File: config.mk
export PLATFORM = sky130hd
export DESIGN_NAME = hash_host_if_flat
export DESIGN_NICKNAME = d
export VERILOG_FILES = /design/src/rtl/hash_host_if_if.sv /design/src/rtl/hash_host_if.sv /design/src/flat_wrapper.sv
export SDC_FILE = /design/constraint.sdc
export NUM_CORES = 1
export LEC_CHECK = 0
export ABC_AREA = 0
export BUFFER_PORTS_ARGS = -buffer_cell sky130_fd_sc_hd__buf_2
export CAP_MARGIN = 15
export CORE_AREA = 5 5 125 127
export CTS_CLUSTER_DIAMETER = 150
export DETAILED_ROUTE_END_ITERATION = 8
export DIE_AREA = 0 0 130 132
export GPL_TIMING_DRIVEN = 0
export PLACE_DENSITY_LB_ADDON = 0.2
export SYNTH_ARGS = -nofsm -noshare
export SYNTH_HDL_FRONTEND = slang
export SYNTH_SLANG_ARGS = --single-unit
File: constraint.sdc
create_clock -name clk -period 2.2 [get_ports clk]
set_clock_uncertainty 0.1 [all_clocks]
set_input_delay 0.66 -clock clk [delete_from_list [all_inputs] [get_ports clk]]
set_output_delay 0.66 -clock clk [all_outputs]
set_load 0.01 [all_outputs]
File: src/rtl/hash_host_if_if.sv
`default_nettype none
// ==========================================================================
// hash_host_if_if : host-bus and hash-core signal bundle for hash_host_if
// Rev 1.0
// ==========================================================================
interface hash_host_if_if #(
  parameter int BUS_W     = 16,
  parameter int WORD_W    = 32,
  parameter int DIG_WORDS = 8
);
  // host side
  logic                        init;
  logic                        load;
  logic                        fetch;
  logic [BUS_W-1:0]            idata;
  logic                        ready;
  logic                        ack;
  logic [BUS_W-1:0]            odata;
  logic                        err;
  // core side
  logic                        core_init;
  logic                        core_en;
  logic [WORD_W-1:0]           core_word;
  logic                        core_last;
  logic                        core_done;
  logic [DIG_WORDS*WORD_W-1:0] digest;

  modport slave (
    input  init, load, fetch, idata, core_done, digest,
    output ready, ack, odata, err, core_init, core_en, core_word, core_last
  );

  modport master (
    output init, load, fetch, idata, core_done, digest,
    input  ready, ack, odata, err, core_init, core_en, core_word, core_last
  );
endinterface
`default_nettype wire

File: src/rtl/hash_host_if.sv
`default_nettype none
// ==========================================================================
// hash_host_if : packs host chunks into core words, tags block ends and
//                serialises the digest back to the host in bus-width chunks
// Rev 1.0
// ==========================================================================
module hash_host_if #(
  parameter int BUS_W     = 16,
  parameter int WORD_W    = 32,
  parameter int BLK_WORDS = 16,
  parameter int DIG_WORDS = 8,
  parameter bit BYTE_SWAP = 1'b1
) (
  input  wire logic     clk,
  input  wire logic     rst,
  hash_host_if_if.slave bus
);
  localparam int R      = WORD_W / BUS_W;
  localparam int NCHUNK = DIG_WORDS * R;
  localparam int NB     = BUS_W / 8;
  localparam int CW     = (R > 1) ? $clog2(R) : 1;
  localparam int WW     = $clog2(BLK_WORDS);
  localparam int OW     = (NCHUNK > 1) ? $clog2(NCHUNK) : 1;

  localparam logic [CW-1:0] C_LAST = CW'(R - 1);
  localparam logic [WW-1:0] W_LAST = WW'(BLK_WORDS - 1);
  localparam logic [OW-1:0] O_LAST = OW'(NCHUNK - 1);

  typedef enum logic [2:0] {
    S_IDLE  = 3'd0,
    S_LOAD  = 3'd1,
    S_ISSUE = 3'd2,
    S_WAIT  = 3'd3,
    S_READ  = 3'd4,
    S_INIT  = 3'd5
  } state_t;

  state_t              state_q;
  logic [CW-1:0]       ccnt_q;
  logic [WW-1:0]       wcnt_q;
  logic [OW-1:0]       ocnt_q;
  logic [WORD_W-1:0]   asm_q;
  logic [WORD_W-1:0]   asm_d;
  logic                dig_ok_q;
  logic                err_q;
  logic                ack_q;
  logic [BUS_W-1:0]    odata_q;
  logic                core_init_q;
  logic                core_en_q;
  logic [WORD_W-1:0]   core_word_q;
  logic                core_last_q;

  logic [BUS_W-1:0]    w_chunk_in;
  logic [BUS_W-1:0]    w_dig_chunk;
  logic [BUS_W-1:0]    w_chunk_out;
  logic                w_req_any;
  logic                w_init_acc;

  function automatic logic [BUS_W-1:0] swap_bytes(input logic [BUS_W-1:0] x);
    logic [BUS_W-1:0] y;
    y = '0;
    for (int b = 0; b < NB; b++) begin
      y[b*8 +: 8] = x[(NB-1-b)*8 +: 8];
    end
    return y;
  endfunction

  assign w_dig_chunk = bus.digest[int'(ocnt_q)*BUS_W +: BUS_W];

  generate
    if (BYTE_SWAP) begin : g_swap
      assign w_chunk_in  = swap_bytes(bus.idata);
      assign w_chunk_out = swap_bytes(w_dig_chunk);
    end else begin : g_noswap
      assign w_chunk_in  = bus.idata;
      assign w_chunk_out = w_dig_chunk;
    end
  endgenerate

  // New chunks enter at the top so the first chunk of a word drifts to the low end.
  generate
    if (R == 1) begin : g_asm_single
      assign asm_d = w_chunk_in;
    end else begin : g_asm_shift
      assign asm_d = {w_chunk_in, asm_q[WORD_W-1:BUS_W]};
    end
  endgenerate

  assign w_req_any  = bus.init | bus.load | bus.fetch;
  assign w_init_acc = bus.init & ((state_q == S_IDLE) | (state_q == S_WAIT));

  always_ff @(posedge clk) begin
    if (rst) begin
      state_q     <= S_IDLE;
      ccnt_q      <= '0;
      wcnt_q      <= '0;
      ocnt_q      <= '0;
      asm_q       <= '0;
      dig_ok_q    <= 1'b0;
      err_q       <= 1'b0;
      ack_q       <= 1'b0;
      odata_q     <= '0;
      core_init_q <= 1'b0;
      core_en_q   <= 1'b0;
      core_word_q <= '0;
      core_last_q <= 1'b0;
    end else begin
      ack_q       <= 1'b0;
      core_init_q <= 1'b0;
      core_en_q   <= 1'b0;
      core_last_q <= 1'b0;

      if (w_init_acc) begin
        // init wins over everything, including an in-flight block in WAIT
        ccnt_q      <= '0;
        wcnt_q      <= '0;
        ocnt_q      <= '0;
        asm_q       <= '0;
        dig_ok_q    <= 1'b0;
        err_q       <= 1'b0;
        core_init_q <= 1'b1;
        state_q     <= S_INIT;
      end else begin
        case (state_q)
          S_IDLE: begin
            if (bus.load) begin
              if (bus.fetch) err_q <= 1'b1;
              if ((ccnt_q == '0) && (wcnt_q == '0)) dig_ok_q <= 1'b0;
              asm_q   <= asm_d;
              ccnt_q  <= (ccnt_q == C_LAST) ? '0 : ccnt_q + 1'b1;
              ocnt_q  <= '0;
              ack_q   <= 1'b1;
              state_q <= S_LOAD;
            end else if (bus.fetch) begin
              if (dig_ok_q) begin
                odata_q <= w_chunk_out;
                ocnt_q  <= (ocnt_q == O_LAST) ? '0 : ocnt_q + 1'b1;
                ack_q   <= 1'b1;
                state_q <= S_READ;
              end else begin
                err_q <= 1'b1;
              end
            end
          end

          S_LOAD: begin
            if (w_req_any) err_q <= 1'b1;
            // ccnt just wrapped: the assembly register holds a complete word
            if (ccnt_q == '0) begin
              core_en_q   <= 1'b1;
              core_word_q <= asm_q;
              core_last_q <= (wcnt_q == W_LAST);
              wcnt_q      <= (wcnt_q == W_LAST) ? '0 : wcnt_q + 1'b1;
              state_q     <= S_ISSUE;
            end else begin
              state_q <= S_IDLE;
            end
          end

          S_ISSUE: begin
            if (w_req_any) err_q <= 1'b1;
            state_q <= core_last_q ? S_WAIT : S_IDLE;
          end

          S_WAIT: begin
            if (w_req_any) err_q <= 1'b1;
            if (bus.core_done) begin
              dig_ok_q <= 1'b1;
              state_q  <= S_IDLE;
            end
          end

          default: begin
            if (w_req_any) err_q <= 1'b1;
            state_q <= S_IDLE;
          end
        endcase
      end
    end
  end

  assign bus.ready     = (state_q == S_IDLE);
  assign bus.ack       = ack_q;
  assign bus.odata     = odata_q;
  assign bus.err       = err_q;
  assign bus.core_init = core_init_q;
  assign bus.core_en   = core_en_q;
  assign bus.core_word = core_word_q;
  assign bus.core_last = core_last_q;

endmodule
`default_nettype wire

File: src/flat_wrapper.sv
// flat-port wrapper written by rule: the top's interface ports become plain ports
module hash_host_if_flat 
#(
  parameter int BUS_W     = 16,
  parameter int WORD_W    = 32,
  parameter int BLK_WORDS = 16,
  parameter int DIG_WORDS = 8,
  parameter bit BYTE_SWAP = 1'b1
)
  (clk, rst, bus_init, bus_load, bus_fetch, bus_idata, bus_core_done, bus_digest, bus_ready, bus_ack, bus_odata, bus_err, bus_core_init, bus_core_en, bus_core_word, bus_core_last);
  hash_host_if_if #(.BUS_W(BUS_W), .WORD_W(WORD_W), .DIG_WORDS(DIG_WORDS)) bus_i ();
  input  wire logic clk;
  input  wire logic rst;
  input wire logic [$bits(bus_i.init)-1:0] bus_init;
  input wire logic [$bits(bus_i.load)-1:0] bus_load;
  input wire logic [$bits(bus_i.fetch)-1:0] bus_fetch;
  input wire logic [$bits(bus_i.idata)-1:0] bus_idata;
  input wire logic [$bits(bus_i.core_done)-1:0] bus_core_done;
  input wire logic [$bits(bus_i.digest)-1:0] bus_digest;
  output wire logic [$bits(bus_i.ready)-1:0] bus_ready;
  output wire logic [$bits(bus_i.ack)-1:0] bus_ack;
  output wire logic [$bits(bus_i.odata)-1:0] bus_odata;
  output wire logic [$bits(bus_i.err)-1:0] bus_err;
  output wire logic [$bits(bus_i.core_init)-1:0] bus_core_init;
  output wire logic [$bits(bus_i.core_en)-1:0] bus_core_en;
  output wire logic [$bits(bus_i.core_word)-1:0] bus_core_word;
  output wire logic [$bits(bus_i.core_last)-1:0] bus_core_last;
  assign bus_i.init = bus_init;
  assign bus_i.load = bus_load;
  assign bus_i.fetch = bus_fetch;
  assign bus_i.idata = bus_idata;
  assign bus_i.core_done = bus_core_done;
  assign bus_i.digest = bus_digest;
  assign bus_ready = bus_i.ready;
  assign bus_ack = bus_i.ack;
  assign bus_odata = bus_i.odata;
  assign bus_err = bus_i.err;
  assign bus_core_init = bus_i.core_init;
  assign bus_core_en = bus_i.core_en;
  assign bus_core_word = bus_i.core_word;
  assign bus_core_last = bus_i.core_last;
  hash_host_if #(.BUS_W(BUS_W), .WORD_W(WORD_W), .BLK_WORDS(BLK_WORDS), .DIG_WORDS(DIG_WORDS), .BYTE_SWAP(BYTE_SWAP)) u_core (.clk(clk), .rst(rst), .bus(bus_i));
endmodule
; Word level (Yosys, flattened, before mapping)
; Index checks and enable logic that the tools add are counted.
[classes]
add_sub_neg = 3
n_eq_ne = 15
shift = 1
mux = 29
n_bitwise = 9
n_reduce_logical = 20
[op_table]
columns = cell, n
row1 = $shiftx A256 B9 Y16, 1
row2 = $mux W4, 5
row3 = $mux W1, 15
row4 = $mux W3, 5
row5 = $reduce_and A3 Y1, 5
row6 = $pmux W3 S4, 1
row7 = $add A4 B1 Y4 const B, 2
row8 = $eq A4 B4 Y1 const B, 2
row9 = $reduce_bool A2 Y1, 4
row10 = $eq A3 B2 Y1 const B, 2
row11 = $ne A2 B2 Y1 const B, 3
row12 = $ne A3 B2 Y1 const B, 2
row13 = $ne A3 B3 Y1 const B, 2
row14 = $reduce_or A3 Y1, 2
row15 = $not A1 Y1, 5
row16 = $reduce_and A5 Y1, 1
row17 = $logic_not A4 Y1, 1
row18 = $mux W2, 2
row19 = $ne A4 B2 Y1 const B, 1
row20 = $ne A4 B3 Y1 const B, 1
row21 = $reduce_and A2 Y1, 2
row22 = $reduce_and A4 Y1, 1
row23 = $reduce_or A4 Y1, 1
row24 = $eq A3 B1 Y1 const B, 1
row25 = 8 further kinds, 10
[word_totals]
reg_bits = 98
in_bits = 278
out_inout_bits = 54
elab_cells = 91

; Logic depth before layout (Yosys ltp)
[depth]
word_depth = 5
ltp_mapped = 7
ltp_nobuf = 5

; Worst setup path after synthesis
; Ideal clock, no wire load.
[synth_path]
path_kind = input to register
from = input bus_load
to = register u_core.odata_q[11] (netlist: u_core.bus.odata[11])
setup_time_ns = 0.122
t_arrival_ns = 1.750
t_required_ns = 1.978
slack_ns = 0.229
path_stages = 5
path_buffers = 2
cell_sequence = and3b_1 > clkbuf_1 > a31oi_2 > buf_2 > a221o_1
[synth_between]
elab_chain_cells = 2
[synth_rtl]
columns = element, line_no
row1 = "start, declared", flat_wrapper.sv:15  ; input wire logic [$bits(bus_i.load)-1:0] bus_load;
row2 = $not A1 Y1 (no line), -
row3 = $reduce_and A5 Y1 (no line), -
row4 = "end signal, assigned", hash_host_if.sv:136  ; odata_q <= w_chunk_out;
row5 = "end, declared", hash_host_if.sv:47  ; logic [BUS_W-1:0] odata_q;
; No other way between the ends.
; A chain may end at the register's enable or synchronous reset.

; Final worst setup path
[layout_path]
from = input bus_load
to = register u_core.odata_q[2] (netlist: u_core.bus.odata[2])
; The elaborated chain is that of the path after synthesis.

==> flow_metrics.env <==
export IMPL_outcome="completed"
export IMPL_antenna_found_initial=6
export IMPL_grt_max_degree=19
export IMPL_detailedPlace_worstSlack_ns=-0.275
export IMPL_drt_iter0_markers=308
export IMPL_tritoncts="done"
export IMPL_vias=5725
export IMPL_placed_cells=1057
export IMPL_path_common_cell="buf_2"
export IMPL_seqCellArea_mm2=0.00196
export IMPL_pin_count=332
export IMPL_setup_violations_final=0
export IMPL_fill_cells=1407
export IMPL_start_kind="input port"
export IMPL_powerDensity_mw_per_mm2=543
export IMPL_power_total_mw=4.21
export IMPL_die_h_um=132
export IMPL_final_area_mm2=0.00775
export IMPL_wl_per_cell_um=20.0
export IMPL_tightestPinTransition_ns=0.674
export IMPL_area_growth_syn_to_layout_pct=40.9
export IMPL_drc=0
export IMPL_insertion_delay_ns=0.34
export IMPL_fin_util_pct=54.2
export IMPL_wirelength_um=21600
export IMPL_setup_ws_ns=0.0915
export IMPL_initial_core_util_pct=38.5
export IMPL_finalCritPeriodShare_pct=95.8
export IMPL_cap_violations=0
export IMPL_routabilityCongestion=0.895
export IMPL_syn_area_mm2=0.00551
export IMPL_hold_viol_final=0
export IMPL_cts_path_max_buffers=2
export IMPL_fin_cells=1080
export IMPL_endpoint_kind="flop"
export IMPL_placed_area_mm2=0.00739
export IMPL_critPathKind="in2reg"
export IMPL_clkSinkCount=98
export IMPL_hpwl_um=17800
export IMPL_synth_flop_cell="dfxtp_1"
export IMPL_syn_avg_cell_area_um2=10.2
export IMPL_holdWs_ns=0.352
export IMPL_irDropWorstVdd_mv=0.400
export IMPL_yosys_top_cells_area="dfxtp_1, mux4_2, nand2_1, a21oi_1, mux2_2"
export IMPL_synthDistinctLibCells=45
export IMPL_core_area_mm2=0.0143
export IMPL_yosys_area_top_type="dfxtp_1"
export IMPL_max_freq_mhz=474
export IMPL_syn_inst=542
export IMPL_grt_usage_pct=24.6
export IMPL_grt_overflow=0
export IMPL_avgViaCountPerCell=5.30
export IMPL_drive_gt1_share_pct=52.4
export IMPL_ys_seq_elements=98
export IMPL_root_buffer="clkbuf_16"
export IMPL_finalMaxSlewViolations=0
export IMPL_die_area_mm2=0.0172
export IMPL_multiInputGateArea_mm2=0.00330
export IMPL_grt_pass1_wl_um=32600
export IMPL_io_buffers=331
export IMPL_ctsHoldBuffers=0
export IMPL_critical_path_max_stage_delay_ns=0.52
export IMPL_nNetsFinal=1167
export IMPL_h_tree_depth=3
export IMPL_cts_buffers=9
export IMPL_ant_nets=0
export IMPL_synthArstFlopShare_pct=0
export IMPL_grt_pass1_vias=5822
export IMPL_path_max_fanout=10
export IMPL_p_leak_nw=3.26
export IMPL_min_period_ns=2.11
export IMPL_yosysSeqAreaShare_pct=35.6
export IMPL_synth_nets=823
export IMPL_row_count=44
export IMPL_fp_dieW_um=130
export IMPL_relSlewSlack_pct=54.7
export IMPL_drt_pass1_iter_count=5
export IMPL_synth_edf_count=0
export IMPL_fin_setup_tns_ns=0
export IMPL_clk_pin_slew_worst_paths_ns=0.07
export IMPL_required_ns=2.38
export IMPL_crit_chain="buf_2, and3b_1, clkbuf_1, a31oi_2, buf_2, a22oi_1, o21ai_1"
export IMPL_yosys_warnings=0
export IMPL_arrival_ns=2.29
export IMPL_holdCritPathClass="reg2reg"
export IMPL_slowest_stage="a31oi_2"
export IMPL_synth_top_area_share_pct=35.6
## critical path, delay by kind of cell
family                 cells  cell delay, ns
AOI/OAI and AO/OA          3            0.74
and+or+nand+nor            1            0.19
buffers and inverters      3            0.69
## Yosys cell counts, types with 2 or more instances
library cell / number
a21o_1: 2
o21ai_1: 7
mux2i_1: 16
xnor2_1: 2
nor3_1: 3
nor2_1: 18
nand2_1: 137
mux4_2: 64
a22oi_1: 7
buf_6: 2
a221o_1: 9
o21ai_0: 4
inv_1: 6
clkbuf_1: 24
dfxtp_1: 98
a21oi_1: 76
a31oi_1: 2
ha_1: 3
buf_2: 14
buf_4: 3
buf_1: 3
nand4_1: 3
and4_1: 2
mux2_2: 16
## sequential cells by signal (all words and copies together), names as in the netlist
| name | cells |
|---|---|
| u_core.bus.core_init | 1 |
| u_core.bus.err | 1 |
| u_core.bus.core_en | 1 |
| u_core.ocnt_q | 4 |
| u_core.ccnt_q | 1 |
| u_core.bus.core_last | 1 |
| u_core.bus.core_word | 32 |
| u_core.state_q | 3 |
| u_core.asm_q | 32 |
| u_core.bus.ack | 1 |
| u_core.dig_ok_q | 1 |
| u_core.bus.odata | 16 |
| u_core.wcnt_q | 4 |
## worst paths after layout
kind                      startpoint                       to  slack [ns]  cells past startpoint
max reg2reg         u_core.ocnt_q[2]     u_core.bus.odata[11]        0.14                      4
min          u_core.bus.core_word[0]  u_core.bus.core_word[0]        0.35                      2
max                         bus_load      u_core.bus.odata[2]        0.09                      7
min reg2reg  u_core.bus.core_word[0]  u_core.bus.core_word[0]        0.35                      2
## routing by layer
metal	part of all wire [%]	track usage, %	wire length [um]
met2	53	44.1	11400
met1	37	28.5	8070
met3	7.2	5.83	1560
met4	2.4	7.68	518
met5	0.17	0	37
## cells in the final DEF (no fill, tap or decap), drive strengths merged, types with 11 or more instances in the layout
| master | instances |
|---|---|
| mux2i | 16 |
| a21oi | 76 |
| nand2 | 138 |
| o21ai | 11 |
| dfxtp | 98 |
| mux4 | 64 |
| clkbuf | 35 |
| buf | 355 |
| nor2 | 18 |
| mux2 | 16 |
## report_power, final
part	internal, mW	switching, mW	total (mW)
Sequential	1.82	0.0392	1.86
Clock	0.825	0.734	1.56
Combinational	0.389	0.401	0.790
## layout make-up
class,count,share of cell area [%]
Buffer,46,3.24
Inverter,6,0.290
Multi-Input combinational cell,391,42.6
Clock inverter,6,0.726
Clock buffer,10,3.08
Sequential cell,98,25.3
Timing Repair Buffer,334,21.7
Tap cell,184,2.97
Antenna cell,5,0.161
## timing repair
action | 4_1_cts | 5_1_grt
pin swaps | 1 | 0
resized for setup | 5 | 16
endpoints found under the setup margin | 17 | 49
setup buffers | 3 | 0
## cells by family (layout without fill, tap and decap cells)
kind of cell,Yosys count,in the layout,synth area share [%]
muxes,96,96,32.4
xor gates and xnor gates,3,3,0.477
buffers and inverters,53,402,4.61
DFF,98,98,35.6
AOI/OAI and AO/OA,113,113,12.1
and+or+nand+nor,176,176,14.2
adders and majority gates,3,3,0.682
other,0,5,0
Note: power is estimated with default switching activity, not from simulation.
